### src/rtl/ddr5_phy_rd_burst_framer.sv
// Read-path burst framer: packs DRAM read beats into 8-beat bursts, drives the PHY CRC checker and releases bursts with a CRC verdict.
// Optional CRC path: define DDR5_PHY_RD_CRC_EN. Without it, bursts are plain 8-beat bursts.
module ddr5_phy_rd_burst_framer #(
  parameter int pDRAM_SIZE = 4,
  parameter int pALERT_LAT = 1
) (
  input  logic                    clk_i,
  input  logic                    rst_n_i,
  input  logic                    phy_rddata_valid_i,
  input  logic [2*pDRAM_SIZE-1:0] phy_rddata_i,
  input  logic                    dfi_alert_n_i,
  output logic                    chk_pre_rddata_valid_o,
  output logic                    chk_crc_en_o,
  output logic [2*pDRAM_SIZE-1:0] chk_rddata_o,
  output logic                    dfi_rddata_valid_o,
  output logic [2*pDRAM_SIZE-1:0] dfi_rddata_o,
  output logic                    dfi_rddata_crc_err_o,
  output logic                    framing_err_o,
  output logic                    overflow_o,
  output logic [7:0]              crc_err_cnt_o
);
  localparam int W = 2*pDRAM_SIZE;

  typedef enum logic [2:0] {
    S_IDLE, S_DATA, S_CRC, S_WAIT, S_DRAIN
  } state_t;

  state_t       state_q, state_d;
  logic [W-1:0] buf_q [8];
  logic [W-1:0] buf_d [8];
  logic [2:0]   wr_idx_q, wr_idx_d;
  logic [2:0]   rd_idx_q, rd_idx_d;
  logic         framing_err_q, framing_err_d;
  logic         overflow_q, overflow_d;
  logic         out_tail;
  logic         last_wait;
  logic         start;
  logic         cap;

`ifdef DDR5_PHY_RD_CRC_EN
  logic [2:0]   wait_cnt_q, wait_cnt_d;
  logic         err_q, err_d;
  logic [7:0]   cnt_q, cnt_d;
  logic         pre_q, pre_d;
  logic         en_q, en_d;
  logic [W-1:0] chk_q, chk_d;
  assign out_tail  = 1'b0;
  assign last_wait = (wait_cnt_q == 3'(pALERT_LAT));
`else
  // Output is registered here, so the burst still occupies
  // the framer for one cycle after its drain state ends.
  logic         dout_vld_q, dout_vld_d;
  logic [W-1:0] dout_q, dout_d;
  logic         unused_alert;
  assign unused_alert = dfi_alert_n_i;
  assign out_tail     = dout_vld_q;
  assign last_wait    = 1'b0;
`endif

  assign start = (state_q == S_IDLE) && phy_rddata_valid_i
               && !out_tail;
  assign cap   = start
               || ((state_q == S_DATA) && phy_rddata_valid_i);

  // State register
  always_ff @(posedge clk_i or negedge rst_n_i) begin
    if (!rst_n_i) state_q <= S_IDLE;
    else          state_q <= state_d;
  end

  // Next-state logic: any valid gap mid-burst aborts to idle
  always_comb begin
    state_d = state_q;
    unique case (state_q)
      S_IDLE:  if (start) state_d = S_DATA;
      S_DATA: begin
        if (!phy_rddata_valid_i) state_d = S_IDLE;
`ifdef DDR5_PHY_RD_CRC_EN
        else if (wr_idx_q == 3'd7) state_d = S_CRC;
`else
        else if (wr_idx_q == 3'd7) state_d = S_DRAIN;
`endif
      end
      S_CRC:   state_d = phy_rddata_valid_i ? S_WAIT : S_IDLE;
      S_WAIT:  if (last_wait) state_d = S_DRAIN;
      S_DRAIN: if (rd_idx_q == 3'd7) state_d = S_IDLE;
      default: state_d = S_IDLE;
    endcase
  end

  // Burst buffer write/read pointers
  always_comb begin
    buf_d    = buf_q;
    wr_idx_d = wr_idx_q;
    rd_idx_d = rd_idx_q;
    if (cap) begin
      buf_d[wr_idx_q] = phy_rddata_i;
      wr_idx_d        = wr_idx_q + 3'd1;
    end
    if (state_d == S_IDLE) wr_idx_d = 3'd0;
    if (state_q == S_DRAIN) rd_idx_d = rd_idx_q + 3'd1;
  end

  // Status pulses, checker feed and CRC verdict
  always_comb begin
    framing_err_d = ((state_q == S_DATA) || (state_q == S_CRC))
                  && !phy_rddata_valid_i;
    overflow_d    = phy_rddata_valid_i
                  && ((state_q == S_WAIT) || (state_q == S_DRAIN)
                  || ((state_q == S_IDLE) && out_tail));
`ifdef DDR5_PHY_RD_CRC_EN
    pre_d      = start;
    en_d       = cap;
    chk_d      = (cap || ((state_q == S_CRC) && phy_rddata_valid_i))
               ? phy_rddata_i : '0;
    wait_cnt_d = (state_q == S_WAIT) ? wait_cnt_q + 3'd1 : 3'd0;
    err_d      = err_q;
    cnt_d      = cnt_q;
    if ((state_q == S_WAIT) && last_wait) begin
      err_d = ~dfi_alert_n_i;
      if (!dfi_alert_n_i && (cnt_q != 8'hFF)) cnt_d = cnt_q + 8'd1;
    end
`else
    dout_vld_d = (state_q == S_DRAIN);
    dout_d     = (state_q == S_DRAIN) ? buf_q[rd_idx_q] : '0;
`endif
  end

  // Datapath and status registers
  always_ff @(posedge clk_i or negedge rst_n_i) begin
    if (!rst_n_i) begin
      for (int i = 0; i < 8; i++) buf_q[i] <= '0;
      wr_idx_q      <= 3'd0;
      rd_idx_q      <= 3'd0;
      framing_err_q <= 1'b0;
      overflow_q    <= 1'b0;
`ifdef DDR5_PHY_RD_CRC_EN
      wait_cnt_q    <= 3'd0;
      err_q         <= 1'b0;
      cnt_q         <= 8'd0;
      pre_q         <= 1'b0;
      en_q          <= 1'b0;
      chk_q         <= '0;
`else
      dout_vld_q    <= 1'b0;
      dout_q        <= '0;
`endif
    end else begin
      buf_q         <= buf_d;
      wr_idx_q      <= wr_idx_d;
      rd_idx_q      <= rd_idx_d;
      framing_err_q <= framing_err_d;
      overflow_q    <= overflow_d;
`ifdef DDR5_PHY_RD_CRC_EN
      wait_cnt_q    <= wait_cnt_d;
      err_q         <= err_d;
      cnt_q         <= cnt_d;
      pre_q         <= pre_d;
      en_q          <= en_d;
      chk_q         <= chk_d;
`else
      dout_vld_q    <= dout_vld_d;
      dout_q        <= dout_d;
`endif
    end
  end

  assign framing_err_o = framing_err_q;
  assign overflow_o    = overflow_q;

`ifdef DDR5_PHY_RD_CRC_EN
  assign chk_pre_rddata_valid_o = pre_q;
  assign chk_crc_en_o           = en_q;
  assign chk_rddata_o           = chk_q;
  assign dfi_rddata_valid_o     = (state_q == S_DRAIN);
  assign dfi_rddata_o           = (state_q == S_DRAIN)
                                ? buf_q[rd_idx_q] : '0;
  assign dfi_rddata_crc_err_o   = (state_q == S_DRAIN) && err_q;
  assign crc_err_cnt_o          = cnt_q;
`else
  assign chk_pre_rddata_valid_o = 1'b0;
  assign chk_crc_en_o           = 1'b0;
  assign chk_rddata_o           = '0;
  assign dfi_rddata_valid_o     = dout_vld_q;
  assign dfi_rddata_o           = dout_q;
  assign dfi_rddata_crc_err_o   = 1'b0;
  assign crc_err_cnt_o          = 8'd0;
`endif

endmodule

### config.mk
export PLATFORM = sky130hd
export DESIGN_NAME = ddr5_phy_rd_burst_framer
export DESIGN_NICKNAME = d
export VERILOG_FILES = /design/src/rtl/ddr5_phy_rd_burst_framer.sv
export SDC_FILE = /design/constraint.sdc
export NUM_CORES = 1
export LEC_CHECK = 0
export CELL_PAD_IN_SITES_DETAIL_PLACEMENT = 0
export CELL_PAD_IN_SITES_GLOBAL_PLACEMENT = 1
export CORE_MARGIN = 2
export CORE_UTILIZATION = 47
export CTS_CLUSTER_DIAMETER = 100
export DETAILED_ROUTE_END_ITERATION = 10
export PLACE_DENSITY_LB_ADDON = 0.12
export SETUP_SLACK_MARGIN = 0.5
export SLEW_MARGIN = 5
export SYNTH_ARGS = -nofsm -noshare
export SYNTH_HDL_FRONTEND = slang
export SYNTH_SLANG_ARGS = --single-unit
### constraint.sdc
create_clock -name clk_i -period 2.6 [get_ports clk_i]
set_input_delay 0.39 -clock clk_i [delete_from_list [all_inputs] [get_ports clk_i]]
set_output_delay 0.39 -clock clk_i [all_outputs]
set_load 0.03 [all_outputs]
==> out/results.ini, run 1 <==
[yosys]
ys_types=40
synth_area_um2=3990
synthArstFlopShare_pct=100
synth_edf_count=0
yosysTopAreaCell=dfrtp_1
ys_top_cells_by_area=dfrtp_1 (53%), mux2_2 (16%), mux4_2 (9.0%)
yosys.area.top_type_share_pct=52.7
synthTopCellsByCount=dfrtp_1 (84), mux2_2 (58), buf_4 (19)
postSynthCellCount=266
seq_area_frac_synth_pct=52.7
syn_area_per_cell_um2=15.0
synth-seq-cells=84
synth_ff_type=dfrtp_1
ys_warn_count=0
yosysMostFrequentCell=dfrtp_1

[detailed_routing]
vias=2166
drt-initial-drc-count=61
wl_um=7590
ant_nets=0
drt_pass1_iterations=4
viasPerCell=5.46
wl_per_cell_um=19.1
drc=0

[clock_tree]
clock_latency_ns=0.34
cts_buffers=9
cts_root_buf=clkbuf_8
cts_tree=yes
cts_resized=0
cts_hold_buffers=0
cts_buffer_depth=2
cts.sink_count=84
cts_setup_buffers=0
clk_pin_slew_ns=0.08
htreeDepth=3

[finish]
final_area_um2=4440
utilization_pct=54.1
synthToLayoutAreaGrowth_pct=11.3
antennaDiodeCount=0
fill_cells=717
drive_above_1_share_pct=40.4
nets=303

[sta]
final.setup.tns_ns=0
tightest_slew_ns=0.506
fmax_mhz=505
slew_headroom_pct=66.3
finalHoldViolCount=0
setup_viol=0
fin_crit_ns=1.98
timing.final.crit_share_pct=76.1
fin_worst_skew_ns=0.00332
slew_viol_final=0
rsz0062_at_grt=yes

[floorplan]
die-area_um2=9250
io_pins=42
die_x_um=96.2
initial_utilization_pct=48.6
die_h_um=96.2
rows=33
core_area_um2=8220

[grt]
use_met2_pct=28.6
grt_pass1_vias=2219
grt_overflow=0
grt_pass1_wl_um=12200
busiest_layer=met2
grt_max_degree=48
grt_antenna_before_repair=0
globalRouteMet1Util_pct=25.2
grt.total_usage_pct=18.2
grtUsageMet3_pct=3.99

[setup_path]
rr_startpoint=state_q[1]$_DFF_PN0_
start_kind=flop
worstSetupStartpoint=state_q[1]$_DFF_PN0_
reg2reg_to=buf_q[37]$_DFFE_PN0P_
r2r_cells=3
timing.reg2reg.setup_slack_ns=0.62
arrival_ns=2.21
path_class=flop to flop
cp-end-kind=flop
worstPathMaxFanout=10
crit_end=buf_q[37]$_DFFE_PN0P_
crit_required_ns=2.83

[power]
p_per_area_nw_per_um2=752
peakVddDrop_uv=371
power_leakage_nw=2.05

[place]
dp_hpwl_um=4680
placed_cell_area_um2=4230
port_buffers=21
globalplace.congestion=0.701

[job]
cap_violations=0

[hold_path]
min_path_type=input pin to asynchronous set/reset pin

[run_status]
status=finished, final reports clean

-- stage by stage --
step	setup slack [ns]	hold slack [ns]	std cells	power [W]
after global placement	0.499	0.398	381	0.00236
after global routing	0.485	0.0415	397	0.00351
final	0.620	0.0114	397	0.00334
after detailed placement	0.471	0.398	381	0.00240
after CTS	0.618	0.0179	397	0.00338
after floorplan	0.816	0.0944	284	0.00224
-- where the power goes --
group | switching (W) | leakage, nW | internal [W] | total, W
registers | 0.000152 | 1.10 | 0.00160 | 0.00175
logic | 0.000234 | 0.843 | 0.000377 | 0.000610
clock network | 0.000452 | 0.110 | 0.000524 | 0.000976
total | 0.000838 | 2.05 | 0.00250 | 0.00334
-- layout by cell type (no fill, tap or decap), types with 4 or more instances in the layout --
cell type	instances
buf_4	6
ha_1	4
nand4_2	7
mux2_2	58
clkbuf_8	12
nor3b_1	4
mux2_4	8
mux4_2	16
a22o_1	8
dfrtp_1	84
conb_1	19
clkdlybuf4s50_1	20
-- worst min path at each step --
stage	end	startpoint	slack [ns]	cells after the start
floorplan	buf_q[0]$_DFFE_PN0P_	rst_n_i	0.09	0
global placement	overflow_o$_DFF_PN0_	rst_n_i	0.40	1
detailed placement	overflow_o$_DFF_PN0_	rst_n_i	0.40	1
CTS	overflow_o$_DFF_PN0_	rst_n_i	0.02	1
global route	overflow_o$_DFF_PN0_	rst_n_i	0.04	1
finish	state_q[0]$_DFF_PN0_	rst_n_i	0.01	1
-- critical path, stage by stage (launching register included) --
cell and delay (ns):
dfrtp_1 0.50, nor2_2 0.45, nand4_2 0.47, mux2_2 0.43
-- sequential cells by signal, summed over array words and instances (netlist names) --
signal              count
dfi_rddata_o            8
overflow_o              1
state_q                 3
dfi_rddata_valid_o      1
framing_err_o           1
rd_idx_q                3
buf_q                  64
wr_idx_q                3
-- area by class of cell --
| cell class | count | area [um^2] | area share (%) |
|---|---|---|---|
| multi-input cells | 162 | 1720 | 38.7 |
| flip-flops and latches | 84 | 2100 | 47.3 |
| clock buffers | 13 | 169 | 3.80 |
| inverters | 3 | 11.3 | 0.253 |
| well taps | 105 | 131 | 2.96 |
| clock inverters | 3 | 43.8 | 0.986 |
| repair buffers | 27 | 265 | 5.97 |
-- per-layer routing --
metal	wire, um	part of all wire (%)
met5	0	0
met4	55	0.72
met3	220	2.9
met2	3730	49
met1	3590	47
-- logic make-up (layout without fill, tap and decap cells) --
group	Yosys count	after routing	synth area share, %
other	1	19	0.0940
AO/OA/AOI/OAI	18	18	3.64
flip-flops	84	84	52.7
buffers and inverters	38	46	5.92
multiplexers	82	82	28.4
AND/OR/NAND/NOR	37	37	7.59
adder cells (fa/ha/maj)	4	4	1.25
XOR/XNOR	2	2	0.439
Power figures use the tool's default switching activity.
==> run 2, diff against run 1 <==
--- a/config.mk
+++ b/config.mk
@@ -8,7 +8,7 @@
 export CELL_PAD_IN_SITES_DETAIL_PLACEMENT = 0
 export CELL_PAD_IN_SITES_GLOBAL_PLACEMENT = 1
 export CORE_MARGIN = 2
-export CORE_UTILIZATION = 47
+export CORE_UTILIZATION = 43
 export CTS_CLUSTER_DIAMETER = 100
 export DETAILED_ROUTE_END_ITERATION = 10
 export PLACE_DENSITY_LB_ADDON = 0.12
==> constraint.sdc (replaced) <==
create_clock -name clk_i -period 1.7 [get_ports clk_i]
set_input_delay 0.255 -clock clk_i [delete_from_list [all_inputs] [get_ports clk_i]]
set_output_delay 0.255 -clock clk_i [all_outputs]
set_load 0.03 [all_outputs]
==> out/results.ini, run 2 (same netlist as run 1, synthesis figures left out) <==
[setup_path]
path_class=flop to flop
path_delay_family=simple AND/OR/NAND/NOR gates
arrival_ns=1.88  ; -0.33 ns
critical-path-max-stage-delay_ns=0.64  ; +0.14 ns
crit_chain=nor2b_4 -> or4_4 -> mux2_4
path_buf_inv=0  ; unchanged
worstPathMaxFanout=8  ; -2
crit_required_ns=1.94  ; -0.89 ns
start_kind=flop
cp-end-kind=flop
cpMaxStageDelayCell=or4_4

[clock_tree]
clk_pin_slew_ns=0.08  ; about the same
cts_tree=yes
cts_buffers=9  ; unchanged
cts.sink_count=84  ; unchanged
clock_latency_ns=0.35  ; about the same
cts_buffer_depth=2  ; unchanged
cts_root_buf=clkbuf_8
htreeDepth=3  ; unchanged

[run_status]
status=finished, final reports clean

[floorplan]
initial_utilization_pct=43.8  ; -4.8 points
core_area_um2=9110  ; +11%
die-area_um2=10100  ; +8.9%
rows=35  ; +6.1%
die_h_um=100  ; +4.4%
die_x_um=100  ; +4.4%
io_pins=42  ; unchanged

[grt]
grt_max_degree=39  ; -19%
grt_pass1_wl_um=13200  ; +8.1%
grt_antenna_before_repair=0  ; unchanged
grt_overflow=0  ; unchanged
grt.total_usage_pct=17.7  ; -0.41 points
grt_pass1_vias=2390  ; +7.7%

[power]
power.total_w=0.00520  ; +56%
peakVddDrop_uv=563  ; +52%
p_per_area_nw_per_um2=1050  ; +39%
power_leakage_nw=2.31  ; +13%

[detailed_routing]
drc=0  ; unchanged
wl_um=8130  ; +7.1%
drt_pass1_iterations=4  ; unchanged
drt-initial-drc-count=94  ; +54%
viasPerCell=5.32  ; -2.5%
wl_per_cell_um=18.6  ; -2.9%
vias=2330  ; +7.6%
ant_nets=0  ; unchanged

[sta]
timing.final.crit_share_pct=96.5  ; +20 points
fin_worst_skew_ns=0.00524  ; +0.00192 ns
fin_crit_ns=1.64  ; -0.340 ns
finalHoldViolCount=0  ; unchanged
slew_viol_final=0  ; unchanged
rsz0062_at_grt=yes
fmax_mhz=610  ; +21%
setup_viol=0  ; unchanged

[finish]
drive_above_1_share_pct=55.0  ; +15 points
largest_register_ffs=64  ; unchanged
synthToLayoutAreaGrowth_pct=24.7
most-common-layout-cells=dfrtp_1 (83), mux2_2 (58), buf_4 (21)
utilization_pct=54.6  ; +0.57 points
antennaDiodeCount=0  ; unchanged
final_common_cell=dfrtp_1
top_register=buf_q
fill_cells=772  ; +7.7%
nets=339  ; +12%

[place]
port_buffers=21  ; unchanged
dp_hpwl_um=5200  ; +11%
globalplace.congestion=0.699  ; -0.26%

[job]
cap_violations=0  ; unchanged

[hold_path]
min_path_type=input pin to asynchronous set/reset pin

-- run 2: area by class of cell --
type	instances	area [um^2]	share of cell area, %
flip-flops and latches	84	2100	42.3
multi-input cells	162	1890	37.9
repair buffers	63	637	12.8
clock buffers	11	151	3.04
well taps	111	139	2.79
clock inverters	4	48.8	0.980
inverters	3	11.3	0.226
-- run 2: path summary, 6_finish.rpt --
path,to,slack [ns],from,cells past startpoint
max reg2reg,buf_q[6]$_DFFE_PN0P_,0.06,dfi_rddata_valid_o$_DFF_PN0_,3
min,state_q[0]$_DFF_PN0_,0.36,rst_n_i,2
min reg2reg,buf_q[15]$_DFFE_PN0P_,0.50,buf_q[15]$_DFFE_PN0P_,1
max,buf_q[6]$_DFFE_PN0P_,0.06,dfi_rddata_valid_o$_DFF_PN0_,3
max in group asynchronous,buf_q[25]$_DFFE_PN0P_,0.70,rst_n_i,3
min in group clk_i,buf_q[15]$_DFFE_PN0P_,0.50,buf_q[15]$_DFFE_PN0P_,1
-- run 2: what timing repair did --
| action | 4_1_cts | 5_1_grt |
|---|---|---|
| gates resized for setup | 72 | 31 |
| hold endpoints to repair | 24 | 0 |
| hold buffers | 1 | 0 |
| setup endpoints to repair | 91 | 82 |
| pin swaps | 7 | 9 |
| buffers inserted | 4 | 2 |
| cloned | 2 | 0 |
-- run 2: stage by stage --
| stage | hold WS [ns] | worst slack (ns) | instance area, um^2 | setup TNS (ns) | cells |
|---|---|---|---|---|---|
| 6_report | 0.358 | 0.0599 | 4980 | 0 | 438 |
| 5_1_grt | 0.401 | 0.0239 | 4980 | 0 | 438 |
| 2_1_floorplan | -0.0406 | -0.0140 | 4120 | -0.112 | 284 |
| 3_3_place_gp | 0.195 | -0.216 | 4520 | -1.77 | 414 |
| 3_5_place_dp | 0.197 | -0.222 | 4520 | -1.82 | 414 |
| 4_1_cts | 0.365 | 0.0464 | 4820 | 0 | 436 |
-- run 2: metal layers --
metal	GRT usage [%]	up-vias	routed length [um]
li1	-	1059	-
met1	24.7	1220	3870
met2	28.1	39	3950
met3	2.44	12	158
met4	7.48	0	156
met5	0	-	0
-- run 2: power breakdown --
group          switching, W  total (W)  internal [W]
Combinational      0.000416    0.00110      0.000679
Sequential         0.000211    0.00266       0.00245
Clock              0.000696    0.00144      0.000749
Total               0.00132    0.00520       0.00388
